===== src/rtl/fifo_pkg.sv =====
// Shared FIFO definitions: default geometry, count-width helper and error
// status bit layout.
package fifo_pkg;

  localparam int unsigned FIFO_B = 8;
  localparam int unsigned FIFO_W = 4;

  // Status register layout is {underflow, overflow}
  localparam int unsigned ERR_OVF_BIT = 0;
  localparam int unsigned ERR_UDF_BIT = 1;

  typedef struct packed {
    logic underflow;
    logic overflow;
  } fifo_err_t;

  // Occupancy must represent 0..2**w inclusive
  function automatic int unsigned count_width(input int unsigned w);
    return w + 1;
  endfunction

endpackage


===== src/rtl/fifo_regfile.sv =====
// D x B storage for the FIFO: synchronous write, asynchronous read, no reset.
module fifo_regfile
  import fifo_pkg::*;
#(
  parameter int unsigned B = FIFO_B,
  parameter int unsigned W = FIFO_W
) (
  input  logic         i_clk,
  input  logic         i_we,
  input  logic [W-1:0] i_w_addr,
  input  logic [B-1:0] i_w_data,
  input  logic [W-1:0] i_r_addr,
  output logic [B-1:0] o_r_data
);

  localparam int unsigned D = 2**W;

  logic [B-1:0] mem_q [D];

  always_ff @(posedge i_clk) begin
    if (i_we) begin
      mem_q[i_w_addr] <= i_w_data;
    end
  end

  assign o_r_data = mem_q[i_r_addr];

endmodule


===== src/rtl/fifo_level.sv =====
// Synchronous show-ahead FIFO with occupancy count, almost-full/almost-empty
// thresholds and sticky overflow/underflow flags.
module fifo_level
  import fifo_pkg::*;
#(
  parameter int unsigned B         = FIFO_B,
  parameter int unsigned W         = FIFO_W,
  parameter int unsigned AF_THRESH = 2**W - 2,
  parameter int unsigned AE_THRESH = 2
) (
  input  logic         i_clk,
  input  logic         i_reset,
  input  logic         i_wr,
  input  logic [B-1:0] i_w_data,
  input  logic         i_rd,
  input  logic         i_clr_err,
  output logic [B-1:0] o_r_data,
  output logic         o_empty,
  output logic         o_full,
  output logic         o_almost_empty,
  output logic         o_almost_full,
  output logic [W:0]   o_count,
  output logic         o_overflow,
  output logic         o_underflow
);

  localparam int unsigned D  = 2**W;
  localparam int unsigned CW = count_width(W);

  logic [W-1:0]  w_ptr_q, w_ptr_d;
  logic [W-1:0]  r_ptr_q, r_ptr_d;
  logic [CW-1:0] count_q, count_d;
  logic          empty_q, empty_d;
  logic          full_q, full_d;
  logic          ae_q, ae_d;
  logic          af_q, af_d;
  fifo_err_t     err_q, err_d;
  logic          wr_acc, rd_acc, mem_we;

  // A write into a full FIFO is only legal when a pop frees the head slot
  always_comb begin
    wr_acc          = i_wr & (~full_q | i_rd);
    rd_acc          = i_rd & ~empty_q;
    mem_we          = wr_acc & ~i_reset;
    w_ptr_d         = w_ptr_q + W'(wr_acc);
    r_ptr_d         = r_ptr_q + W'(rd_acc);
    count_d         = count_q + CW'(wr_acc) - CW'(rd_acc);
    empty_d         = (count_d == '0);
    full_d          = (count_d == CW'(D));
    ae_d            = (count_d <= CW'(AE_THRESH));
    af_d            = (count_d >= CW'(AF_THRESH));
    err_d.overflow  = (i_wr & ~wr_acc) | (err_q.overflow  & ~i_clr_err);
    err_d.underflow = (i_rd & ~rd_acc) | (err_q.underflow & ~i_clr_err);
  end

  always_ff @(posedge i_clk or posedge i_reset) begin
    if (i_reset) begin
      w_ptr_q <= '0;
      r_ptr_q <= '0;
      count_q <= '0;
      empty_q <= 1'b1;
      full_q  <= 1'b0;
      ae_q    <= 1'b1;
      af_q    <= (AF_THRESH == 0);
      err_q   <= '0;
    end else begin
      w_ptr_q <= w_ptr_d;
      r_ptr_q <= r_ptr_d;
      count_q <= count_d;
      empty_q <= empty_d;
      full_q  <= full_d;
      ae_q    <= ae_d;
      af_q    <= af_d;
      err_q   <= err_d;
    end
  end

  fifo_regfile #(
    .B (B),
    .W (W)
  ) u_regfile (
    .i_clk    (i_clk),
    .i_we     (mem_we),
    .i_w_addr (w_ptr_q),
    .i_w_data (i_w_data),
    .i_r_addr (r_ptr_q),
    .o_r_data (o_r_data)
  );

  assign o_empty        = empty_q;
  assign o_full         = full_q;
  assign o_almost_empty = ae_q;
  assign o_almost_full  = af_q;
  assign o_count        = count_q;
  assign o_overflow     = err_q[ERR_OVF_BIT];
  assign o_underflow    = err_q[ERR_UDF_BIT];

endmodule


===== config.mk =====
export PLATFORM = sky130hd
export DESIGN_NAME = fifo_level
export DESIGN_NICKNAME = d
export VERILOG_FILES = /design/src/rtl/fifo_pkg.sv /design/src/rtl/fifo_regfile.sv /design/src/rtl/fifo_level.sv
export SDC_FILE = /design/constraint.sdc
export NUM_CORES = 1
export LEC_CHECK = 0
export ABC_AREA = 1
export ABC_CLOCK_PERIOD_IN_PS = 2280
export BUFFER_PORTS_ARGS = -buffer_cell sky130_fd_sc_hd__clkbuf_2
export CAP_MARGIN = 10
export CORE_MARGIN = 2
export CORE_UTILIZATION = 35
export CTS_CLUSTER_DIAMETER = 100
export DETAILED_ROUTE_END_ITERATION = 12
export GPL_TIMING_DRIVEN = 0
export PLACE_DENSITY_LB_ADDON = 0.08
export SYNTH_ARGS = -nofsm -noshare
export SYNTH_HDL_FRONTEND = slang
export SYNTH_HIERARCHICAL = 1
export SYNTH_SLANG_ARGS = --single-unit

===== constraint.sdc =====
create_clock -name i_clk -period 2.28 [get_ports i_clk]
set_clock_uncertainty 0.05 [all_clocks]
set_input_delay 0.342 -clock i_clk [delete_from_list [all_inputs] [get_ports i_clk]]
set_output_delay 0.342 -clock i_clk [all_outputs]
set_load 0.03 [all_outputs]

Word-level counts from Yosys, hierarchy flattened. Memory sizes are Yosys's and may differ from the RTL's. Index checks and enable logic that the tools add are counted.

Memories: 1. Logic and storage cells: 36. Register bits: 19. Memory bits (writable): 128. Bits of input ports: 13. Output and inout port bits: 19.

Memory list: u_regfile.mem_q (depth 16, bits a word 8, read ports 1, clocked after memory_dff 0, write ports 1, line fifo_regfile.sv:18) `logic [B-1:0] mem_q [D];`.

Reductions and logical operators: 1. Equality and inequality tests: 1. Bitwise gates (word level): 16. $lt $le $gt $ge: 2. Muxes and demuxes: 2. Add/subtract/negate cells: 4.

Operator list (number): adder 4 x 1 -> 4 bit (2); AND 1 bit (7); NOT 1 bit (6); adder 5 x 1 -> 5 bit (1); == test 5 bit (second input constant) (1); >= comparator 5 x 4 -> 1 bit (second input constant) (1); less-or-equal comparator 5 x 2 -> 1 bit (second input constant) (1); logical NOT 5 bit (1); subtractor 5 x 1 -> 5 bit (1); bitwise OR 1 bit (3); 2-to-1 mux 1 bit (2).

Longest topological paths before layout.
Depth after elaboration: 6. Depth in mapped cells: 14. Depth with buffers taken out: 14.

Hierarchy. The synthesis kept the hierarchy.

Modules (own cells, without submodules): fifo_regfile (cells an instance 543, instances 1, seq. area each 3843.7 µm², area an instance 5606.6 µm²); fifo_level (cells an instance 91, instances 1, seq. area each 478.0 µm², area an instance 917.1 µm²).

Least setup slack after synthesis. Ideal clock, no wire load.

Kind: reg-to-reg. Start point: register empty_q, in the netlist o_empty. End point: register ae_q, in the netlist o_almost_empty. Data arrival time: 1.958 ns. Slack: 0.197 ns. Stages on the path, launching flop included: 9. Data required time: 2.155 ns. Library setup time: 0.075 ns. Cell sequence: dfstp_2 > inv_2 > nand3_1 > nand2_1 > ha_1 > fa_1 > xnor2_1 > nand3_2 > nor3_2.

Cells in the longest elaborated chain, start to end: 4.

Ends and longest elaborated chain: start, declared (line fifo_level.sv:33) `logic empty_q, empty_d;`; start signal, assigned (line fifo_level.sv:70) `empty_q <= empty_d;`; NOT 1 bit (line fifo_level.sv:43) `rd_acc = i_rd & ~empty_q;`; AND 1 bit (line fifo_level.sv:43); subtractor 5 x 1 -> 5 bit (line fifo_level.sv:47) `count_d = count_q + CW'(wr_acc) - CW'(rd_acc);`; less-or-equal comparator 5 x 2 -> 1 bit (line fifo_level.sv:50) `ae_d = (count_d <= CW'(AE_THRESH));`; named net ae_d (line fifo_level.sv:35) `logic ae_q, ae_d;`; end signal, assigned (line fifo_level.sv:63) `ae_q <= 1'b1;`; end signal, assigned (line fifo_level.sv:72) `ae_q <= ae_d;`; end, declared (line fifo_level.sv:35).

The timed path passes the listed nets, and every way through them passes these cells.

Final worst setup path.
Start point: register full_q, in the netlist o_full. End point: memory u_regfile/mem_q[4][1] (netlist name), enable pin.

Cells in the longest elaborated chain, start to end: 6.

Ends and longest elaborated chain: start, declared (line fifo_level.sv:34) `logic full_q, full_d;`; start signal, assigned (line fifo_level.sv:71) `full_q <= full_d;`; NOT 1 bit (line fifo_level.sv:42) `wr_acc = i_wr & (~full_q | i_rd);`; bitwise OR 1 bit (line fifo_level.sv:42); AND 1 bit (line fifo_level.sv:42); AND 1 bit (line fifo_level.sv:44) `mem_we = wr_acc & ~i_reset;`; named net mem_we (line fifo_level.sv:38) `logic wr_acc, rd_acc, mem_we;`; 2-to-1 mux 1 bit (line fifo_regfile.sv:21) `if (i_we) begin`; 2-to-1 mux 1 bit (not written as such) (line fifo_regfile.sv:22) `mem_q[i_w_addr] <= i_w_data;`; end, declared (line fifo_regfile.sv:18).

The timed path passes the listed nets, and every way through them passes these cells.

==> metrics.yaml <==
sta:
  worst_pin_slew_ps: 1040
  timing.final.crit_share_pct: 99.8
  fin_setup_tns_ps: 0
  setup_violations: 0
  slew_headroom_pct: 30.2
  hold_viol: 0
  fin_ws_ps: 3.83
  max_freq_mhz: 439
  rsz0062_at_grt: "true"
  whs_ps: 4.51
  layout_min_cycle_time_ps: 2280
  maxSlewViolCount: 0
placed_design:
  place_ws_ps: -105
  post-dp-hpwl_microns: 11200
  numPortBuffers: 31
  finalWeightedCongestion: 0.846
  place_inst: 894
detailed_routing:
  via_per_inst: 4.81
  wire_per_inst_microns: 18.4
  vias: 4497
  drt_iter0_drc: 458
  first_pass_iters: 5
  wl_microns: 17200
  route.detailed.drc: 0
  postRouteAntennaNets: 0
clock_tree:
  cts_root_buffer: "clkbuf_16"
  clock-sinks: 147
  cts_tree: "yes"
  clock_path_buffers: 2
  clk_pin_slew_ps: 60
  cts_buffers: 17
  worstSkewPairLatency_ps: 410
  cts_hold_buf: 0
  htreeDepth: 4
setup_path:
  cp_max_fo: 8
  start_kind: "flop"
  cp_slowest_stage_delay_ps: 830
  crit_arrival_ps: 2260
  crit_chain: "nand2_1, nand2_1, nor2_1, nand3b_1, nor2_1"
  cp-end-kind: "flop"
  crit_slowest_cell: "nor2_1"
  path_buf_inv: 0
  crit_family: "simple AND/OR/NAND/NOR gates"
  crit_type: "reg2reg"
  worstPathRequired_ps: 2260
final_layout:
  final_cells: 935
  utilization_pct: 46.0
  area_growth_pct: 28.1
  antennaDiodeCount: 0
  nets: 714
  drive_above_1_share_pct: 29.2
floorplanning:
  initial_core_util_pct: 35.9
  row_count: 49
  die_y_microns: 141
  core_sq_um: 18100
  die_x_microns: 141
  top_level_ports: 32
  die_area_sq_um: 19700
pwr:
  leakagePower_uw: 0.00364
  p_per_area_nw_per_um2: 1440
  ir_drop_mv: 0.604
synth:
  seq_area_frac_synth_pct: 66.2
  synthFlopType: "edfxtp_1"
  synth_cells: 634
  synth-seq-cells: 147
  ys_types: 25
  synth_edf_count: 128
  syn-cell-area_sq_um: 6520
  avgSynthCellArea_sq_um: 10.3
  async_flop_share_pct: 12.9
  synth.net_count: 655
  yosys_warnings: 6
global_routing:
  grt_pass1_wl_microns: 26300
  grt_use_total_pct: 18.2
  grt_pass1_vias: 4494
  grt_max_degree: 20
  gr-total-overflow: 0
  grt_antenna_before_repair: 0
job:
  drv_cap: 0
run_status:
  status: "completed"
hold_path:
  min_path_type: "in2async"
[flip-flops by register name, indices dropped and copies added, names as in the netlist]
| signal | cells |
|---|---|
| u_regfile/mem_q | 128 |
| o_count | 5 |
| r_ptr_q | 4 |
| w_ptr_q | 4 |
| o_almost_empty | 1 |
| o_almost_full | 1 |
| o_empty | 1 |
| o_full | 1 |
| o_overflow | 1 |
| o_underflow | 1 |
[cells by family after synthesis]
family	count (synthesis)	share of synthesized area (%)
and+or+nand+nor	324	21.4
buffers and inverters	145	9.51
adders and majority gates	8	1.65
AOI/OAI and AO/OA	5	0.479
DFF	147	66.2
xor gates and xnor gates	5	0.671
[cell usage after synthesis (2+ instances only)]
library cell	n	area share [%]
a21oi_1	2	0.15
buf_2	13	1.0
buf_4	4	0.46
buf_6	6	1.0
dfrtp_1	17	6.5
dfstp_2	2	0.81
edfxtp_1	128	59
ha_1	7	1.3
inv_1	117	6.7
inv_2	4	0.23
nand2_1	188	11
nand3_1	105	8.1
nand3_2	3	0.46
nand3b_1	2	0.23
nor2_1	21	1.2
nor3_2	2	0.31
o22ai_1	2	0.19
xnor2_1	3	0.40
xor2_1	2	0.27
[worst register-to-register path, cell delays in order, from the launching register on]
cell      delay [ps]
dfrtp_1          400
nand2_1          100
nand2_1           70
nor2_1           240
nand3b_1         210
nor2_1           830
[layout make-up]
type / count / area [sq um]
fillers: 1693 / 9790
clock inverters: 3 / 16.3
multi-input cells: 342 / 2040
well taps: 229 / 287
flip-flops and latches: 147 / 4320
plain buffers: 22 / 279
inverters: 121 / 470
repair buffers: 42 / 397
clock buffers: 29 / 543
[power by group]
group	total, uW	switching (uW)	leakage (uW)	internal [uW]
clock network	2620	1010	0.000276	1610
registers	3480	231	0.00138	3240
logic	5900	3590	0.00198	2310
total	12000	4830	0.00364	7160
[layer usage]
layer	wire length, microns	vias up	global-route usage [%]
li1	-	2155	-
met1	8310	2195	26.0
met2	7660	120	27.6
met3	833	27	4.10
met4	379	0	6.11
met5	0	-	0
[cell usage in the layout, fill, tap and decap left out, types with 6 or more instances in the layout]
master / count
nand3_2: 59
edfxtp_1: 128
buf_4: 8
clkbuf_2: 23
nor2_1: 16
clkbuf_1: 7
buf_8: 14
nand2_4: 6
inv_1: 116
buf_6: 10
dfrtp_1: 15
nor2_2: 6
clkbuf_16: 21
nand2_2: 28
nand2_1: 156
nand3_1: 45
ha_1: 7
[final timing paths]
check	end	slack, ps	cells after the start	from
max	u_regfile/mem_q[4][1]	4	5	o_full
max reg2reg	u_regfile/mem_q[4][1]	4	5	o_full
min in group i_clk	o_underflow	90	2	i_clr_err
max in group asynchronous	r_ptr_q[3]	1650	2	i_reset
min	o_underflow	5	2	i_reset
min reg2reg	r_ptr_q[2]	480	1	r_ptr_q[2]
[repair_timing]
| item | in CTS | in global routing |
|---|---|---|
| pin swaps | 14 | 31 |
| gates cloned | 2 | 2 |
| setup endpoints to repair | 21 | 75 |
| buffers inserted | 5 | 2 |
| gates resized for setup | 66 | 116 |
[per-stage QoR]
step                      power, uW  cell area (sq um)
final                         12000               8360
after global routing          12700               8360
after CTS                     11100               7840
after detailed placement       7670               6970
after global placement         7630               6970
after floorplan                6350               6520
No activity file was read; power rests on OpenSTA's default activity.
